File: src/rtl/mpsoc_uart_rx_ctrl.sv
// UART receive controller: idle-safe config shadowing for the RX core, FWFT receive FIFO,
// sticky overrun, character timeout and RX interrupt generation.
module mpsoc_uart_rx_ctrl #(
    parameter int DEPTH   = 16,
    parameter int TO_BITS = 40
) (
    input  logic                     clk_i,
    input  logic                     rstn_i,
    input  logic [15:0]              reg_div_i,
    input  logic                     reg_en_i,
    input  logic                     reg_parity_en_i,
    input  logic [1:0]               reg_bits_i,
    input  logic [1:0]               reg_trig_i,
    input  logic                     reg_flush_i,
    output logic [15:0]              cfg_div_o,
    output logic                     cfg_en_o,
    output logic                     cfg_parity_en_o,
    output logic [1:0]               cfg_bits_o,
    input  logic                     core_busy_i,
    input  logic [7:0]               core_data_i,
    input  logic                     core_valid_i,
    output logic                     core_ready_o,
    output logic [7:0]               rd_data_o,
    output logic                     rd_valid_o,
    input  logic                     rd_ready_i,
    output logic [$clog2(DEPTH):0]   fifo_count_o,
    output logic                     overrun_o,
    input  logic                     ovr_clr_i,
    output logic                     timeout_o,
    output logic                     irq_o
);
    localparam int AW = $clog2(DEPTH);
    localparam int CW = AW + 1;
    localparam int TW = $clog2(TO_BITS + 1);

    typedef enum logic [1:0] {ST_OFF, ST_RUN, ST_DRAIN} state_t;

    state_t          state;
    logic            core_valid_p1;
    logic [7:0]      mem [DEPTH];
    logic [AW-1:0]   wr_ptr;
    logic [AW-1:0]   rd_ptr;
    logic [15:0]     presc;
    logic [TW-1:0]   ticks;

    logic cfg_changed, push, pop, full, push_acc, wr_en, ovr_set, tick, evt, tmr_clr;

    function automatic logic [CW-1:0] trig_level(input logic [1:0] sel);
        case (sel)
            2'b00:   return CW'(1);
            2'b01:   return CW'(DEPTH / 4);
            2'b10:   return CW'(DEPTH / 2);
            default: return CW'(DEPTH - 2);
        endcase
    endfunction

    assign cfg_changed = (reg_div_i != cfg_div_o) | (reg_parity_en_i != cfg_parity_en_o) |
                         (reg_bits_i != cfg_bits_o);

    // Config FSM: the shadow only reloads while the core is idle
    always_ff @(posedge clk_i or negedge rstn_i) begin
        if (!rstn_i) begin
            state           <= ST_OFF;
            cfg_div_o       <= '0;
            cfg_en_o        <= 1'b0;
            cfg_parity_en_o <= 1'b0;
            cfg_bits_o      <= '0;
            core_ready_o    <= 1'b0;
        end else begin
            core_ready_o <= 1'b1;
            case (state)
                ST_OFF: begin
                    if (reg_en_i) begin
                        cfg_div_o       <= reg_div_i;
                        cfg_parity_en_o <= reg_parity_en_i;
                        cfg_bits_o      <= reg_bits_i;
                        cfg_en_o        <= 1'b1;
                        state           <= ST_RUN;
                    end
                end
                ST_RUN: begin
                    if (!reg_en_i || cfg_changed) state <= ST_DRAIN;
                end
                ST_DRAIN: begin
                    if (!core_busy_i) begin
                        if (reg_en_i) begin
                            cfg_div_o       <= reg_div_i;
                            cfg_parity_en_o <= reg_parity_en_i;
                            cfg_bits_o      <= reg_bits_i;
                            state           <= ST_RUN;
                        end else begin
                            cfg_en_o <= 1'b0;
                            state    <= ST_OFF;
                        end
                    end
                end
                default: begin
                    cfg_en_o <= 1'b0;
                    state    <= ST_OFF;
                end
            endcase
        end
    end

    assign push     = core_valid_i & ~core_valid_p1;
    assign rd_valid_o = (fifo_count_o != '0);
    assign rd_data_o  = mem[rd_ptr];
    assign full     = (fifo_count_o == CW'(DEPTH));
    assign pop      = rd_ready_i & rd_valid_o;
    assign push_acc = push & (~full | pop);
    assign wr_en    = push_acc & ~reg_flush_i;
    assign ovr_set  = push & full & ~pop & ~reg_flush_i;

    always_ff @(posedge clk_i) begin
        if (wr_en) mem[wr_ptr] <= core_data_i;
    end

    // FIFO pointers, occupancy and overrun
    always_ff @(posedge clk_i or negedge rstn_i) begin
        if (!rstn_i) begin
            core_valid_p1 <= 1'b0;
            wr_ptr        <= '0;
            rd_ptr        <= '0;
            fifo_count_o  <= '0;
            overrun_o     <= 1'b0;
        end else begin
            core_valid_p1 <= core_valid_i;
            overrun_o     <= ovr_set | (overrun_o & ~ovr_clr_i);
            if (reg_flush_i) begin
                wr_ptr       <= '0;
                rd_ptr       <= '0;
                fifo_count_o <= '0;
            end else begin
                if (push_acc) wr_ptr <= wr_ptr + 1'b1;
                if (pop)      rd_ptr <= rd_ptr + 1'b1;
                if (push_acc && !pop)      fifo_count_o <= fifo_count_o + 1'b1;
                else if (!push_acc && pop) fifo_count_o <= fifo_count_o - 1'b1;
            end
        end
    end

    assign tick    = (presc == cfg_div_o);
    assign evt     = push | pop | reg_flush_i;
    assign tmr_clr = evt | ~rd_valid_o | (state == ST_OFF);

    // Bit-period prescaler, idle tick counter, timeout and interrupt
    always_ff @(posedge clk_i or negedge rstn_i) begin
        if (!rstn_i) begin
            presc     <= '0;
            ticks     <= '0;
            timeout_o <= 1'b0;
            irq_o     <= 1'b0;
        end else begin
            irq_o <= (fifo_count_o >= trig_level(reg_trig_i)) | timeout_o;
            if (tmr_clr) begin
                presc <= '0;
                ticks <= '0;
            end else if (tick) begin
                presc <= '0;
                if (ticks != TW'(TO_BITS)) ticks <= ticks + 1'b1;
            end else begin
                presc <= presc + 16'd1;
            end
            if (evt)
                timeout_o <= 1'b0;
            else if (!tmr_clr && tick && ticks == TW'(TO_BITS - 1))
                timeout_o <= 1'b1;
        end
    end
endmodule

File: config.mk
export PLATFORM = sky130hd
export DESIGN_NAME = mpsoc_uart_rx_ctrl
export DESIGN_NICKNAME = d
export VERILOG_FILES = /design/src/rtl/mpsoc_uart_rx_ctrl.sv
export SDC_FILE = /design/constraint.sdc
export NUM_CORES = 1
export LEC_CHECK = 0
export BUFFER_PORTS_ARGS = -buffer_cell sky130_fd_sc_hd__buf_2
export CAP_MARGIN = 20
export CORE_ASPECT_RATIO = 0.5
export CORE_MARGIN = 4
export CORE_UTILIZATION = 37
export CTS_CLUSTER_SIZE = 40
export DETAILED_ROUTE_END_ITERATION = 10
export GPL_ROUTABILITY_DRIVEN = 0
export PLACE_DENSITY_LB_ADDON = 0.25
export SLEW_MARGIN = 20
export SYNTH_ARGS = -nofsm -noshare
export SYNTH_HDL_FRONTEND = slang
export SYNTH_SLANG_ARGS = --single-unit
File: constraint.sdc
create_clock -name clk_i -period 3.8 [get_ports clk_i]
set_input_delay 0.38 -clock clk_i [delete_from_list [all_inputs] [get_ports clk_i]]
set_output_delay 0.38 -clock clk_i [all_outputs]
set_load 0.01 [all_outputs]
-- After elaboration in Yosys (flattened, before gate mapping)
Memory sizes are Yosys's and may differ from the RTL's.
Cells that the tools add are included.
- word-level logic and storage cells: 120
- output and inout bits: 38
- bits in registers: 62
- memories kept: 1
- memory bits (read-only): 0
- bits in latches: 0
- bits in writable memories: 128
- input bits: 37
- reductions and logical operators: 23
- bitwise operators: 24
- muxes and demuxes: 35
- magnitude comparators: 1
- div/mod/pow operators: 0
- shift-type cells: 0
- add/sub/neg operators: 6
- multiply operators: 0
- equal/unequal tests: 15
- memories (name ; depth ; bits a word ; rd ports ; clocked after memory_dff ; write ports ; line ; source):
    mem ; 16 ; 8 ; 1 ; 0 ; 1 ; 40 ; logic [7:0] mem [DEPTH];
- operator list (cell ; number):
    $mux W16 ; 4
    $pmux W16 S2 ; 1
    $mux W6 ; 3
    $add A16 B1 Y16 const B ; 1
    $eq A16 B16 Y1 ; 1
    $mux W4 ; 4
    $ne A16 B16 Y1 ; 1
    $mux W5 ; 3
    $pmux W4 S3 ; 1
    $reduce_bool A2 Y1 ; 6
    $mux W1 ; 10
    $mux W2 ; 5
    $or A1 B1 Y1 ; 9
    $add A4 B1 Y4 const B ; 2
    $and A1 B1 Y1 ; 8
    $ne A2 B2 Y1 const B ; 4
    $not A1 Y1 ; 7
    $add A6 B1 Y6 const B ; 1
    $eq A6 B6 Y1 const B ; 1
    $ne A6 B6 Y1 const B ; 1
    $pmux W2 S3 ; 1
    $add A5 B1 Y5 const B ; 1
    $eq A5 B5 Y1 const B ; 1
    $ge A5 B5 Y1 ; 1
    17 further kinds ; 27

-- Logic depth before layout (Yosys ltp)
- depth after elaboration: 11
- depth in mapped cells: 9
- mapped depth without buffers: 9

-- Worst setup path before layout
Ideal clock, no wire load.
- path type: flip-flop to flip-flop
- start: register fifo_count_o[0]
- end: register fifo_count_o[4]
- library setup time: 0.078 ns
- arrival time: 2.648 ns
- stages on the path, launching flop included: 10
- setup slack: 1.073 ns
- clock period less this slack: 2.727 ns
- data required time: 3.722 ns
- path buffers: 0
- path through: dfrtp_1 > or4_4 > o21ai_4 > nand2_2 > fa_1 > a21o_1 > a21oi_1 > mux2i_1 > a21oi_1 > a21oi_1
- cells in the longest elaborated chain, start to end: 7
- elaborated cells between the ends (all ways): 16
- those cells by class: add/sub: 2; eq/ne: 1; mux: 3; bitwise: 4; reduce/logical: 6
- RTL lines (what ; line ; source):
    from (decl) ; 26 ; output logic [$clog2(DEPTH):0] fifo_count_o,
    from (signal assigned) ; 136 ; if (push_acc && !pop) fifo_count_o <= fifo_count_o + 1'b1;
    from (signal assigned) ; 137 ; else if (!push_acc && pop) fifo_count_o <= fifo_count_o - 1'b1;
    parallel branches: the longest is 7 deep, another holds $sub A5 B1 Y5 ; n/a ;
Several ways; the timed one is not identified. The select of a mux whose other input is x is not followed.
A chain may end at the register's enable or synchronous reset.

-- Final worst setup path
- start: register rd_ptr[0]
- end: output port rd_data_o[6]
- cells in the longest elaborated chain, start to end: 1
- RTL lines (what ; line ; source):
    from (decl) ; 42 ; logic [AW-1:0] rd_ptr;
    from (signal assigned) ; 135 ; if (pop) rd_ptr <= rd_ptr + 1'b1;
    $mem_v2 Z16 W8 ; n/a ;
    to (decl) ; 23 ; output logic [7:0] rd_data_o,
No other way between the ends.

==> results.md <==
Outcome:
- The run finished with clean final reports.

Synthesis:
- Counting flops and latches in the post-synthesis netlist gives 190.
- The post-synthesis average cell area is 15.7 um2.
- During synthesis, Yosys emitted a total of 0 warnings.
- Synthesis handed over a netlist of 534 instances.
- Sequential cells were found to cover 64.5% of the synthesized design area.
- The number of nets in the synthesized netlist is 588.
- The prevailing post-synth register cell is sky130_fd_sc_hd__edfxtp_1.
- For this run, asynchronously set or reset flops after synthesis account for 32.6%.
- The post-synthesis instance area is 8360 um2.
- The count of flip-flops with a built-in enable after synthesis is 128.
- The unique cell type count in the Yosys netlist is 45.

STA:
- The worst clock skew is 0.0100 ns.
- After layout, the worst path uses 79.5% of the clock period.
- The count of endpoints failing hold in the final timing report is 0.
- Setup repair after global routing left no endpoint under its margin.
- Derived from the worst setup path, the maximum achievable clock frequency is 0.331 GHz.
- Setup violations remaining at the end of the flow were counted as 0.
- The total count of max-transition violations in the final report is 0.
- The smallest clock period supported by the final layout is computed as 3.02 ns.
- The worst pin sits at a relative slew slack of 42.8%.
- The summed negative setup slack over all endpoints is 0 ns.
- At the pin with the least slew margin, the transition time is 0.856 ns.

Worst setup path:
- The data required time at the worst endpoint is 3.42 ns.
- The number of cells traversed by the worst register-to-register path is 9.
- The worst endpoint data arrival time is 2.64 ns.
- The endpoint identified for the worst register-to-register timing path is fifo_count_o[4].
- The worst flop-to-flop path startpoint is fifo_count_o[0].
- The worst-case register-to-register setup slack is 0.86 ns.
- On the worst path, the slowest cell contributes a delay of 0.64 ns.
- The most used cell along the critical path is sky130_fd_sc_hd__mux4_2.
- The endpoint kind of the worst setup timing path is an output pin.
- The start-to-end type of the worst setup path is reg2out.
- Walking the worst path, the cells encountered are buf_4 > mux4_2 > mux4_2 > buf_2.
- Of all nets on the critical path, the largest fanout is 14.
- The cell with the largest stage delay on the worst path is sky130_fd_sc_hd__dfrtp_2.
- STA classifies the critical path startpoint as a flop.

Final layout:
- The layout-stage area growth over the synthesis result is 16.7%.
- The count of non-filler cells in the finished layout is 942.
- The final layout contains 683 nets.
- The share of final-layout standard cells stronger than drive strength 1 is 30.8%.
- The number of antenna cells inserted is 0.

Floorplan:
- From left edge to right edge, the die measures 221 um.
- The floorplan has 38 rows.
- The die span in y is 114 um.
- During I/O placement, the number of pins put on the boundary was 75.
- The die covers 25200 um2.
- The area inside the core boundary is 21900 um2.
- The starting utilization of the core area is 38.2%.

CTS:
- The CTS tree is done.
- The count of hold buffers inserted by post-cts repair is 1.
- The maximum buffer depth of the clock tree is 2.
- After clock tree synthesis, the clock-pin slew on the worst setup and hold paths is 0.07 ns.
- The number of gates resized after cts is 0.
- At the later pin of the worst-skew pair, clock insertion delay measures 0.44 ns.
- The clock tree root buffer cell is sky130_fd_sc_hd__clkbuf_16.
- Counting the buffers created by CTS gives 17.
- The H-tree level count is 4.
- The clock sink count is 190.
- The count of buffers added by post-CTS timing repair for setup is 0.

Global routing:
- The first global-routing pass estimated 28600 um of wire.
- The total overflow left after global routing is 0.
- Global routing used 15.3% of the available tracks across all layers.
- Entering global routing, the biggest net connects 42 pins.
- The initial antenna violation count is 2.
- The number of global-route vias before repair is 5015.

Hold path:
- Counting instances, the worst hold path has a depth of 1.
- The path class of the tightest hold or removal check is in2reg.
- In this run the most critical hold path is launched from core_valid_i.
- The worst hold endpoint is core_valid_p1.

Placement:
- In this run, placement finished with an instance count of 909.
- Input and output buffers added on the ports amount to 74.
- The sum of net half-perimeters after detailed placement is 12200 um.

Power:
- The share of total power in the clock network is 32.9%.
- In this run the static leakage power is 0.00363 uW.
- The total internal power is 3830 uW.
- The power density over the cells is 550 nW/um2.
- The register share of total power is 46.4%.
- The switching part of the total is 28.5%.
- IR analysis of the VDD net gives a maximum drop of 0.248 mV.
- Per report_power, the combinational group accounts for 20.7% of the total.
- Summed over all nets, the switching power comes to 1530 uW.

Routing:
- Dividing the detail-routed wire length by the instance count gives 19.0 um.
- The via-per-instance ratio is 5.01.
- For this block, the via count after detailed routing is 4720.
- In this run the remaining antenna-violating nets after routing total 0.
- The number of DRC markers in iteration 0 is 395.
- After detailed routing, the number of remaining DRC violations is 0.
- The number of search-and-repair iterations in the first detailed-routing pass is 4.
- The final wirelength is 17900 um.

Run:
- Across the run, the number of max-cap violations was 0.
## cell families after synthesis
kind of cell | count (synthesis) | synth area share, %
flip-flops | 190 | 64.5
AND/OR/NAND/NOR | 142 | 8.24
multiplexers | 69 | 14.8
XOR/XNOR | 56 | 5.86
buffers and inverters | 34 | 1.68
AO/OA/AOI/OAI | 25 | 2.27
adder cells (fa/ha/maj) | 17 | 2.63
other | 1 | 0.0448
## per-stage QoR
stage	hold WS, ns	utilization, %	total power, uW	setup WS, ns	instance area [um2]
6_report	0.0880	44.5	5360	0.778	9760
5_1_grt	0.0705	44.5	5660	0.580	9760
4_1_cts	0.0640	44.5	5450	0.676	9760
3_5_place_dp	0.401	41.9	3670	0.878	9180
3_3_place_gp	0.402	41.9	3650	0.961	9180
2_1_floorplan	0.0844	-	3300	1.07	8360
## cell usage after synthesis, drive strengths merged, types with 2 or more instances
cell type	n	area share, %
a21o	2	0.18
a21oi	9	0.54
and3	4	0.30
buf	8	0.51
clkbuf	11	0.49
dfrtp	62	19
edfxtp	128	46
ha	16	2.4
inv	15	0.67
mux2	23	3.3
mux2i	6	0.72
mux4	40	11
nand2	34	1.6
nand2b	8	0.60
nand3	13	0.78
nand4	11	0.82
nand4b	2	0.21
nor2	43	1.9
nor2b	5	0.37
nor3	10	0.60
nor4	7	0.60
o21ai	5	0.43
or3	2	0.16
xnor2	22	2.3
xor2	34	3.6
## flip-flops by register name, indices dropped and copies added (netlist names), 2 cells and up
| register | flops |
|---|---|
| cfg_div_o | 16 |
| wr_ptr | 4 |
| rd_ptr | 4 |
| cfg_bits_o | 2 |
| mem | 128 |
| ticks | 6 |
| state | 2 |
| presc | 16 |
| fifo_count_o | 5 |
## area by class of cell
class / count / area (um2)
fill: 1957 / 12200
sequential: 190 / 5400
multi-input combinational: 310 / 2830
timing repair buffer: 95 / 531
clock buffer: 17 / 425
tap: 300 / 375
clock inverter: 15 / 146
inverter: 15 / 56.3
## power groups by stage
stage          combinational, uW  clock, uW  sequential [uW]
2_1_floorplan                799          0             2500
3_3_place_gp                1120          0             2530
3_5_place_dp                1130          0             2540
4_1_cts                     1140       1820             2490
5_1_grt                     1230       1910             2520
6_report                    1110       1760             2490
## cell usage in the layout (no fill, tap or decap), types with 2 or more instances in the layout
cell type and instances:
sky130_fd_sc_hd__xnor2_1 22, sky130_fd_sc_hd__dfrtp_1 61, sky130_fd_sc_hd__inv_1 15, sky130_fd_sc_hd__o21ai_0 4, sky130_fd_sc_hd__nor3_1 10, sky130_fd_sc_hd__and3_1 4, sky130_fd_sc_hd__inv_6 5, sky130_fd_sc_hd__nor4_1 6
sky130_fd_sc_hd__nand4b_1 2, sky130_fd_sc_hd__buf_2 74, sky130_fd_sc_hd__clkbuf_16 17, sky130_fd_sc_hd__clkinv_2 3, sky130_fd_sc_hd__mux4_2 40, sky130_fd_sc_hd__ha_1 16, sky130_fd_sc_hd__nor2_1 43, sky130_fd_sc_hd__inv_8 4
sky130_fd_sc_hd__nand4_1 11, sky130_fd_sc_hd__mux2_2 19, sky130_fd_sc_hd__nand2b_1 8, sky130_fd_sc_hd__xor2_1 34, sky130_fd_sc_hd__nor2b_1 5, sky130_fd_sc_hd__a21o_1 2, sky130_fd_sc_hd__edfxtp_1 128, sky130_fd_sc_hd__mux2_4 4
sky130_fd_sc_hd__mux2i_1 6, sky130_fd_sc_hd__buf_4 20, sky130_fd_sc_hd__a21oi_1 9, sky130_fd_sc_hd__nand3_1 13, sky130_fd_sc_hd__nand2_1 33
## metal layers
metal  up-vias  wire [um]  global-route usage [%]
li1       2189          -                       -
met1      2387       8320                    21.9
met2       111       8190                    22.8
met3        29       1070                    3.84
met4         4        311                    5.32
met5         -         34                       0
## how the worst max path moves through the flow
stage	slack, ns	depth (start not counted)	startpoint	endpoint
floorplan	1.07	9	fifo_count_o[0]	fifo_count_o[4]
global placement	0.96	9	fifo_count_o[0]	fifo_count_o[4]
detailed placement	0.88	9	fifo_count_o[0]	fifo_count_o[4]
CTS	0.68	4	rd_ptr[0]	rd_data_o[6]
global route	0.58	9	fifo_count_o[0]	fifo_count_o[4]
finish	0.78	4	rd_ptr[0]	rd_data_o[6]
## critical path, delay by kind of cell, from the launching register on
kind | cells | cell delay [ns]
multiplexers | 2 | 1.04
flip-flops | 1 | 0.64
buffers and inverters | 2 | 0.51
Power figures use the tool's default switching activity.
